## src/rtl/des_subkey_sched.sv

```systemverilog
// des_subkey_sched: sequential DES key schedule.
// Takes one 64-bit key and streams the sixteen 48-bit round subkeys, one per
// valid/ready handshake. Encrypt mode walks K1..K16 with left rotations;
// decrypt mode walks K16..K1 with right rotations so the round datapath is
// shared. C and D are the only schedule state. PC2 is plain wiring from
// {C,D} to the subkey port.
// Build option: define DES_KEY_PARITY_CHECK_EN to add the odd-parity key
// byte checker on parity_err (tied low otherwise; ports identical).
`timescale 1ns/1ps
module des_subkey_sched #(
    parameter int NROUNDS = 16
) (
    input  logic        clk,
    input  logic        reset,
    input  logic [63:0] key_in,
    input  logic        decrypt,
    input  logic        key_valid,
    output logic        key_ready,
    output logic [47:0] subkey_out,
    output logic [3:0]  subkey_idx,
    output logic        subkey_valid,
    input  logic        subkey_ready,
    output logic        done,
    output logic        parity_err
);

    typedef enum logic [0:0] {
        IDLE   = 1'b0,
        ACTIVE = 1'b1
    } state_t;

    localparam logic [3:0] LAST_CNT = 4'(NROUNDS - 1);

    // Permuted choice 1. DES bit n sits at k[64-n]; the eight parity bits
    // (k[56], k[48], ..., k[0]) are dropped. Result is {C, D}, C bit 1 = [55].
    function automatic logic [55:0] pc1(input logic [63:0] k);
        return {k[7],  k[15], k[23], k[31], k[39], k[47], k[55],
                k[63], k[6],  k[14], k[22], k[30], k[38], k[46],
                k[54], k[62], k[5],  k[13], k[21], k[29], k[37],
                k[45], k[53], k[61], k[4],  k[12], k[20], k[28],
                k[1],  k[9],  k[17], k[25], k[33], k[41], k[49],
                k[57], k[2],  k[10], k[18], k[26], k[34], k[42],
                k[50], k[58], k[3],  k[11], k[19], k[27], k[35],
                k[43], k[51], k[59], k[36], k[44], k[52], k[60]};
    endfunction

    // Left rotation of a 28-bit half by one or two places.
    function automatic logic [27:0] rol28(input logic [27:0] x, input logic [1:0] amt);
        logic [27:0] r;
        case (amt)
            2'd2:    r = {x[25:0], x[27:26]};
            default: r = {x[26:0], x[27]};
        endcase
        return r;
    endfunction

    // Right rotation of a 28-bit half by one or two places.
    function automatic logic [27:0] ror28(input logic [27:0] x, input logic [1:0] amt);
        logic [27:0] r;
        case (amt)
            2'd2:    r = {x[1:0], x[27:2]};
            default: r = {x[0], x[27:1]};
        endcase
        return r;
    endfunction

    // Rotation count for DES round 1..16: single shift on rounds 1, 2, 9, 16.
    function automatic logic [1:0] shift_amt(input logic [4:0] round);
        logic [1:0] a;
        case (round)
            5'd1, 5'd2, 5'd9, 5'd16: a = 2'd1;
            default:                 a = 2'd2;
        endcase
        return a;
    endfunction

`ifdef DES_KEY_PARITY_CHECK_EN
    // High when any key byte has even parity (DES keys use odd parity).
    function automatic logic key_parity_bad(input logic [63:0] k);
        return (~^k[63:56]) | (~^k[55:48]) | (~^k[47:40]) | (~^k[39:32]) |
               (~^k[31:24]) | (~^k[23:16]) | (~^k[15:8])  | (~^k[7:0]);
    endfunction
`endif

    state_t      state_r, state_nxt_s;
    logic [27:0] c_r, c_nxt_s;
    logic [27:0] d_r, d_nxt_s;
    logic [3:0]  cnt_r, cnt_nxt_s;
    logic        mode_r, mode_nxt_s;
    logic [3:0]  idx_r, idx_nxt_s;
    logic        key_ready_r, key_ready_nxt_s;
    logic        valid_r, valid_nxt_s;
    logic        done_r, done_nxt_s;

    logic [55:0] pc1_s;
    logic [27:0] pc1_c_s;
    logic [27:0] pc1_d_s;
    logic [3:0]  cnt_inc_s;
    logic [1:0]  enc_amt_s;
    logic [1:0]  dec_amt_s;
    logic        key_accept_s;
    logic        step_accept_s;
    logic [55:0] cd_s;

    assign pc1_s   = pc1(key_in);
    assign pc1_c_s = pc1_s[55:28];
    assign pc1_d_s = pc1_s[27:0];

    assign cnt_inc_s = cnt_r + 4'd1;
    // Encrypt step after subkey cnt moves to round cnt+2; decrypt step after
    // subkey (16-cnt) undoes that round's rotation.
    assign enc_amt_s = shift_amt({1'b0, cnt_r} + 5'd2);
    assign dec_amt_s = shift_amt(5'd16 - {1'b0, cnt_r});

    assign key_accept_s  = (state_r == IDLE) & key_valid & key_ready_r;
    assign step_accept_s = valid_r & subkey_ready;

    // State register for the schedule controller
    always_ff @(posedge clk or negedge reset) begin
        if (!reset) begin
            state_r <= IDLE;
        end else begin
            state_r <= state_nxt_s;
        end
    end

    // Next-state and next-output decode for the two-state schedule controller
    always_comb begin
        state_nxt_s     = state_r;
        c_nxt_s         = c_r;
        d_nxt_s         = d_r;
        cnt_nxt_s       = cnt_r;
        mode_nxt_s      = mode_r;
        idx_nxt_s       = idx_r;
        key_ready_nxt_s = key_ready_r;
        valid_nxt_s     = valid_r;
        done_nxt_s      = 1'b0;
        case (state_r)
            IDLE: begin
                if (key_accept_s) begin
                    state_nxt_s = ACTIVE;
                    if (decrypt) begin
                        // Total rotation is 28, so C16/D16 equal PC1 output.
                        c_nxt_s = pc1_c_s;
                        d_nxt_s = pc1_d_s;
                    end else begin
                        c_nxt_s = rol28(pc1_c_s, 2'd1);
                        d_nxt_s = rol28(pc1_d_s, 2'd1);
                    end
                    cnt_nxt_s       = 4'd0;
                    mode_nxt_s      = decrypt;
                    idx_nxt_s       = decrypt ? LAST_CNT : 4'd0;
                    key_ready_nxt_s = 1'b0;
                    valid_nxt_s     = 1'b1;
                end else begin
                    key_ready_nxt_s = 1'b1;
                    valid_nxt_s     = 1'b0;
                end
            end
            ACTIVE: begin
                key_ready_nxt_s = 1'b0;
                valid_nxt_s     = 1'b1;
                if (step_accept_s) begin
                    if (cnt_r == LAST_CNT) begin
                        state_nxt_s     = IDLE;
                        cnt_nxt_s       = 4'd0;
                        key_ready_nxt_s = 1'b1;
                        valid_nxt_s     = 1'b0;
                        done_nxt_s      = 1'b1;
                    end else begin
                        cnt_nxt_s = cnt_inc_s;
                        if (mode_r) begin
                            c_nxt_s   = ror28(c_r, dec_amt_s);
                            d_nxt_s   = ror28(d_r, dec_amt_s);
                            idx_nxt_s = LAST_CNT - cnt_inc_s;
                        end else begin
                            c_nxt_s   = rol28(c_r, enc_amt_s);
                            d_nxt_s   = rol28(d_r, enc_amt_s);
                            idx_nxt_s = cnt_inc_s;
                        end
                    end
                end else begin
                    // Backpressure: everything holds.
                    cnt_nxt_s = cnt_r;
                end
            end
            default: begin
                state_nxt_s     = IDLE;
                key_ready_nxt_s = 1'b0;
                valid_nxt_s     = 1'b0;
            end
        endcase
    end

    // Schedule datapath and registered handshake outputs
    always_ff @(posedge clk or negedge reset) begin
        if (!reset) begin
            c_r         <= 28'd0;
            d_r         <= 28'd0;
            cnt_r       <= 4'd0;
            mode_r      <= 1'b0;
            idx_r       <= 4'd0;
            key_ready_r <= 1'b0;
            valid_r     <= 1'b0;
            done_r      <= 1'b0;
        end else begin
            c_r         <= c_nxt_s;
            d_r         <= d_nxt_s;
            cnt_r       <= cnt_nxt_s;
            mode_r      <= mode_nxt_s;
            idx_r       <= idx_nxt_s;
            key_ready_r <= key_ready_nxt_s;
            valid_r     <= valid_nxt_s;
            done_r      <= done_nxt_s;
        end
    end

    // Permuted choice 2: direct wiring from the C/D registers.
    assign cd_s = {c_r, d_r};
    assign subkey_out = {cd_s[42], cd_s[39], cd_s[45], cd_s[32], cd_s[55], cd_s[51],
                         cd_s[53], cd_s[28], cd_s[41], cd_s[50], cd_s[35], cd_s[46],
                         cd_s[33], cd_s[37], cd_s[44], cd_s[52], cd_s[30], cd_s[48],
                         cd_s[40], cd_s[49], cd_s[29], cd_s[36], cd_s[43], cd_s[54],
                         cd_s[15], cd_s[4],  cd_s[25], cd_s[19], cd_s[9],  cd_s[1],
                         cd_s[26], cd_s[16], cd_s[5],  cd_s[11], cd_s[23], cd_s[8],
                         cd_s[12], cd_s[7],  cd_s[17], cd_s[0],  cd_s[22], cd_s[3],
                         cd_s[10], cd_s[14], cd_s[6],  cd_s[20], cd_s[27], cd_s[24]};

    assign key_ready    = key_ready_r;
    assign subkey_idx   = idx_r;
    assign subkey_valid = valid_r;
    assign done         = done_r;

`ifdef DES_KEY_PARITY_CHECK_EN
    logic parity_err_r;

    // Flag an even-parity key byte during the first cycle of its schedule
    always_ff @(posedge clk or negedge reset) begin
        if (!reset) begin
            parity_err_r <= 1'b0;
        end else begin
            parity_err_r <= key_accept_s ? key_parity_bad(key_in) : 1'b0;
        end
    end

    assign parity_err = parity_err_r;
`else
    // The parity bits only feed the optional checker.
    logic unused_parity_s;
    assign unused_parity_s = ^{key_in[56], key_in[48], key_in[40], key_in[32],
                               key_in[24], key_in[16], key_in[8],  key_in[0]};
    assign parity_err = 1'b0;
`endif

endmodule

```

## config.mk

```make
export PLATFORM = sky130hd
export DESIGN_NAME = des_subkey_sched
export DESIGN_NICKNAME = d
export VERILOG_FILES = /design/src/rtl/des_subkey_sched.sv
export SDC_FILE = /design/constraint.sdc
export NUM_CORES = 1
export LEC_CHECK = 0
export ABC_AREA = 0
export BUFFER_PORTS_ARGS = -buffer_cell sky130_fd_sc_hd__buf_4
export CORE_MARGIN = 3
export CORE_UTILIZATION = 61
export CTS_CLUSTER_DIAMETER = 50
export DETAILED_ROUTE_END_ITERATION = 6
export GPL_TIMING_DRIVEN = 0
export PLACE_DENSITY = 0.9
export SYNTH_ARGS = -nofsm -noshare
export SYNTH_HDL_FRONTEND = slang
export SYNTH_SLANG_ARGS = --single-unit
```

## constraint.sdc

```tcl
create_clock -name clk -period 4.25 [get_ports clk]
set_input_delay 0.2125 -clock clk [delete_from_list [all_inputs] [get_ports clk]]
set_output_delay 0.2125 -clock clk [all_outputs]
set_load 0.01 [all_outputs]
```

==> results of run 1 <==
-- metal layers --
layer  GRT usage  routed length (µm)  up-vias
li1            -                   -     2864
met1       0.413                7380     2909
met2       0.494                8630      382
met3      0.0478                1700       52
met4       0.126                 542        0
met5           0                   0        -
-- metrics by stage --
step	setup WS [ns]	total power [W]	instance area, µm²
floorplan	2.17	0.00411	6360
global placement	1.95	0.00504	7390
detailed placement	1.85	0.00521	7390
CTS	1.81	0.00583	7600
global route	1.66	0.00624	7600
finish	1.72	0.00590	7600
-- cell type report --
| type | instances | area, µm² | area share |
|---|---|---|---|
| clock buffers | 11 | 141 | 0.0186 |
| clock inverters | 5 | 75.1 | 0.00987 |
| multi-input cells | 565 | 3930 | 0.517 |
| well taps | 133 | 166 | 0.0219 |
| plain buffers | 115 | 694 | 0.0913 |
| flip-flops and latches | 68 | 1700 | 0.224 |
| repair buffers | 114 | 856 | 0.113 |
| inverters | 9 | 33.8 | 0.00444 |
-- power groups by stage --
| stage | registers (W) | clock network [W] | logic [W] |
|---|---|---|---|
| after floorplan | 0.00120 | 0 | 0.00291 |
| after global routing | 0.00136 | 0.000627 | 0.00426 |
| after global placement | 0.00128 | 0 | 0.00375 |
| after CTS | 0.00130 | 0.000601 | 0.00393 |
| after detailed placement | 0.00130 | 0 | 0.00390 |
| final | 0.00132 | 0.000605 | 0.00398 |
-- kinds of logic after synthesis --
kind of cell    Yosys count  share of synthesized area
flops                    68                      0.267
xor+xnor                  6                    0.00826
mux                     113                      0.213
compound gates          193                      0.191
fa+ha+maj                 5                    0.00983
simple gates            247                      0.196
other cells               1                   0.000589
buf+inv                 124                      0.114
-- sequential cells by signal, indices dropped and copies added, names as in the netlist --
| register | count |
|---|---|
| cnt_r | 4 |
| key_ready | 1 |
| c_r | 28 |
| mode_r | 1 |
| done | 1 |
| d_r | 28 |
| subkey_idx | 4 |
| subkey_valid | 1 |
-- cells in the mapped netlist --
master,n
a211o_1,1
a211oi_1,58
a21oi_1,67
a22o_1,1
a31oi_1,57
a41oi_1,1
and2_1,2
and3b_1,1
buf_2,18
buf_4,54
buf_6,5
clkbuf_1,38
conb_1,1
dfrtp_1,68
ha_1,5
inv_1,9
mux2_2,17
mux2_4,40
mux2i_1,56
nand2_1,62
nand2b_1,3
nand2b_4,1
nand3_1,2
nand3b_1,1
nor2_1,60
nor2b_1,113
o21ai_0,5
o221ai_2,1
o31ai_1,1
o31ai_2,1
or2_2,1
or3_1,1
xnor2_1,4
xor2_1,2
-- how the worst max path moves through the flow --
| stage | endpoint | slack [ns] | cells after the start |
|---|---|---|---|
| after global placement | d_r[3] | 1.95 | 9 |
| after CTS | d_r[8] | 1.81 | 9 |
| after floorplan | c_r[0] | 2.17 | 9 |
| after detailed placement | d_r[8] | 1.85 | 9 |
| final | d_r[8] | 1.72 | 9 |
| after global routing | d_r[26] | 1.66 | 9 |
==> reports/metrics.cfg, run 1 <==
[final_layout]
final_net_count=956
final_cell_mix=buf_4 (168), nor2b_1 (113), dfrtp_1 (68)
n_fill_cell=698
final_common_cell=buf_4
instances_no_fill=1020
n_antenna_cell=0
layout-area-overhead-vs-synth_pct=19.5
drive_gt1_frac=0.301
finalCoreUtilization=0.764

[synthesis]
synth.net_count=831
synth_area_um2=6360
syn-instance-count=757
synth_cell_type_count=34
synth_top_area_frac=0.267
synth_top_area_cell=dfrtp_1
ys_seq_area_frac=0.267
yosysWarnings=0
syn-mean-instance-area_um2=8.41
synthTopCellsByArea=dfrtp_1 (27%), nor2b_1 (11%), mux2_4 (9.4%), mux2i_1 (8.8%), a211oi_1 (6.8%)
ys_ff_latch=68

[drt]
wire_per_inst_um=17.9
via_per_inst=6.09
ant_nets=0
first_pass_iters=7
drcViolationCount=7
totalWireLength_um=18200
vias=6207
dr.first_iter.drc_count=687

[placed_design]
io_buffers=114
hpwl_um=13400
gp_congestion=0.934
dp.cells=1004

[timing]
fmax_mhz=395
fin_crit_sh=0.595
worst_pin_slew_ns=0.919
rsz0062_at_grt=no
finalCriticalPeriod_ns=2.53
final.setup.tns_ns=0
maxSlewViolCount=0
setup_viol=0
hold_viol_final=8
hold_ws_ns=-0.00903
fin_skew_ns=0.0113
max_slew_margin=0.387

[clocking]
cts_buffer_depth=2
ctsResizeCount=0
numCtsBuffers=9
clkLatencyLatePin_ns=0.35
clock_sinks=68
clk_pin_slew_worst_paths_ns=0.08
cts_tree=yes
cts_setup_buffers=0
cts_root_buf=clkbuf_8
cts_hold_buf=0
htreeDepth=3

[worst_setup_path]
path_class=reg2reg
crit_fanout=10
cp_data_required_time_ns=4.50
cp.arrival_ns=2.78
cp_common_cell=buf_6
crit_chain=inv_1 -> ha_1 -> nand3b_1 -> a211o_1 -> o221ai_2 -> buf_6 -> buf_6 -> mux2_4 -> a31oi_1
reg2reg_slack_ns=1.72
worst-path-buf-inv=3
worst_setup_path_start_kind=flip-flop
crit_start=cnt_r[0]
max_stage_delay_ns=0.51
endpoint_kind=flip-flop
rr_endpoint=d_r[8]
crit_slowest_cell=dfrtp_1
r2r_start=cnt_r[0]
ff2ff_path_depth=9
crit_family=compound AO/OA/AOI/OAI gates

[die]
row_count=36
die_x_um=108
die_y_um=108
dieArea_um2=11700
io_pins=125
core_um2=9950
start_util=0.639

[global_route]
antenna_found_initial=0
grt_usage=0.307
grt_max_degree=69
grt_pass1_vias=6001
grt_pass1_wl_um=29000
overflow=0

[power_and_ir_drop]
swShare=0.443
leakagePower_nw=3.50
intPower_w=0.00329
combPwrFrac=0.674
p_switching_w=0.00262
cellPowerDensity_nw_per_um2=776
seq_power_share=0.223
clkPwrFrac=0.102
max-vdd-ir-drop_mv=0.348

[flow_run]
cap_violations=0

[min_path]
worst_hold_path_type=in2async

[run_status]
failed_checks=design-rule violations, negative hold slack
outcome=finished, violations left

Note: power is estimated with default switching activity, not from simulation.
==> run 2, diff against run 1 <==
- CORE_UTILIZATION: 61 -> 51
- PLACE_DENSITY: 0.9 -> 0.81
- clock period: 4.25 -> 2.13 ns (I/O delays scaled with it)
==> reports/metrics.cfg, run 2 (synthesis gave the netlist of run 1 again) <==
[timing]
final.setup.tns_ns=-1.75  ; was 0 ns
setup_viol=42  ; was 0
finalCriticalPeriod_ns=2.24  ; was 2.53 ns
rsz0062_at_grt=yes  ; was no
fin_skew_ns=0.0110  ; was 0.0113 ns
max_slew_margin=0.387  ; about the same
maxSlewViolCount=0  ; unchanged
fmax_mhz=445  ; was 395 MHz
worst_pin_slew_ns=0.919  ; about the same
hold_viol_final=0  ; was 8
fin_crit_sh=1.05  ; was 0.595
setup_ws_ns=-0.115  ; was 1.72 ns

[drt]
first_pass_iters=7  ; unchanged
via_per_inst=5.84  ; was 6.09
vias=6293  ; was 6207
drcViolationCount=0  ; was 7
ant_nets=0  ; unchanged
wire_per_inst_um=18.0  ; was 17.9 µm
totalWireLength_um=19400  ; was 18200 µm
dr.first_iter.drc_count=619  ; was 687

[clocking]
clock_sinks=68  ; unchanged
cts_tree=yes  ; unchanged
clkLatencyLatePin_ns=0.35  ; about the same
htreeDepth=3  ; unchanged
cts_buffer_depth=2  ; unchanged
numCtsBuffers=9  ; unchanged
cts_root_buf=clkbuf_16  ; was clkbuf_8
clk_pin_slew_worst_paths_ns=0.06  ; was 0.08 ns

[power_and_ir_drop]
max-vdd-ir-drop_mv=0.681  ; was 0.348 mV
leakagePower_nw=3.73  ; was 3.50 nW
cellPowerDensity_nw_per_um2=1630  ; was 776 nW/µm²

[worst_setup_path]
crit_fanout=10  ; unchanged
crit_chain=buf_4 -> ha_1 -> nand2_1 -> nor2_1 -> o31ai_4 -> buf_6 -> buf_8 -> mux2i_2 -> a31oi_2  ; was inv_1 -> ha_1 -> nand3b_1 -> a211o_1 -> o221ai_2 -> buf_6 -> buf_6 -> mux2_4 -> a31oi_1
crit_family=buffers and inverters  ; was compound AO/OA/AOI/OAI gates
crit_slowest_cell=dfrtp_2  ; was dfrtp_1
worst-path-buf-inv=3  ; unchanged
max_stage_delay_ns=0.46  ; was 0.51 ns
cp.arrival_ns=2.44  ; was 2.78 ns
path_class=reg2reg  ; unchanged
cp_data_required_time_ns=2.33  ; was 4.50 ns
worst_setup_path_start_kind=flip-flop  ; unchanged
endpoint_kind=flip-flop  ; unchanged

[global_route]
overflow=0  ; unchanged
grt_pass1_wl_um=28700  ; was 29000 µm
antenna_found_initial=0  ; unchanged
grt_max_degree=69  ; unchanged
grt_usage=0.250  ; was 0.307
grt_pass1_vias=5755  ; was 6001

[die]
core_um2=12100  ; was 9950 µm²
die_x_um=118  ; was 108 µm
io_pins=125  ; unchanged
row_count=40  ; was 36
start_util=0.525  ; was 0.639
die_y_um=118  ; was 108 µm
dieArea_um2=13900  ; was 11700 µm²

[final_layout]
final_net_count=978  ; was 956
layout-area-overhead-vs-synth_pct=30.1  ; was 19.5%
design_area_um2=8280  ; was 7600 µm²
top_regs=c_r x28, d_r x28  ; unchanged
instances_no_fill=1077  ; was 1020
n_antenna_cell=0  ; unchanged
drive_gt1_frac=0.351  ; was 0.301
final_cell_mix=buf_4 (178), nor2b_1 (113), dfrtp_1 (66)  ; was buf_4 (168), nor2b_1 (113), dfrtp_1 (68)
final_common_cell=buf_4  ; unchanged

[min_path]
worst_hold_path_type=in2reg  ; was in2async

[placed_design]
hpwl_um=12800  ; was 13400 µm
dp_worst_setup_slack_ns=-0.242  ; was 1.85 ns
gp_congestion=0.874  ; was 0.934
io_buffers=114  ; unchanged
placed_area_um2=7430  ; was 7390 µm²
dp.cells=1039  ; was 1004

[flow_run]
cap_violations=0  ; unchanged

[run_status]
failed_checks=negative setup slack  ; was design-rule violations, negative hold slack
outcome=finished, violations left  ; unchanged

==> run 2: cell count changes in the layout (fill, tap and decap cells not counted), moves of 5 or more <==
| cell | delta |
|---|---|
| clkbuf_8 | -9 |
| buf_12 | +5 |
| mux2i_2 | +5 |
| clkbuf_2 | +8 |
| clkbuf_16 | +13 |
| clkbuf_1 | -8 |
| buf_4 | +10 |
| a31oi_1 | -8 |
| mux2i_1 | -6 |
==> run 2: repair_timing <==
action | 4_1_cts | 5_1_grt
hold buffers | 1 | 0
pin swaps | 0 | 24
setup endpoints to repair | 60 | 60
endpoints found under the hold margin | 68 | 0
setup buffers | 4 | 11
gates resized for setup | 23 | 51
gates cloned | 0 | 6
==> run 2: worst min-delay path: cells and delay by family <==
family / cells / cell delay (ns)
buf+inv: 1 / 0.11
compound gates: 1 / 0.10
simple gates: 1 / 0.14
==> run 2: through the flow <==
step	hold WS, ns	util	power, W
final	0.166	0.683	0.0135
after global routing	0.190	0.683	0.0142
after CTS	0.140	0.650	0.0122
after detailed placement	0.286	0.613	0.0103
after global placement	0.284	0.613	0.0102
after floorplan	-0.189	-	0.00820
==> run 2: worst paths after layout <==
| check | start | depth (start not counted) | slack (ns) | to |
|---|---|---|---|---|
| max in group asynchronous | reset | 2 | 1.02 | cnt_r[1] |
| worst min-delay path | subkey_ready | 3 | 0.17 | cnt_r[0] |
| worst max-delay path | cnt_r[1] | 9 | -0.11 | d_r[5] |
| min in group asynchronous | reset | 2 | 0.44 | d_r[14] |
| worst min register to register | subkey_idx[1] | 2 | 0.50 | subkey_idx[1] |
| worst max register to register | cnt_r[1] | 9 | -0.11 | d_r[5] |
==> run 2: routing by layer <==
layer  GRT usage  vias to the layer above  share of wire
li1            -                     2923              -
met1       0.351                     2989           0.43
met5           0                        -              0
met2       0.387                      332           0.46
met4      0.0879                        0          0.024
met3      0.0432                       49          0.079
==> run 2: area by class of cell <==
type,instances,area [µm²]
Sequential cell,68,1700
Multi-Input combinational cell,565,4120
Tap cell,168,210
Clock inverter,5,75.1
Clock buffer,11,243
Buffer,115,791
Fill cell,950,3830
Inverter,9,36.3
Timing Repair Buffer,136,1100
==> run 2: power by group <==
group	total (W)	switching, W	internal [W]
Sequential	0.00266	0.000727	0.00193
Combinational	0.00916	0.00439	0.00477
Clock	0.00168	0.000625	0.00105
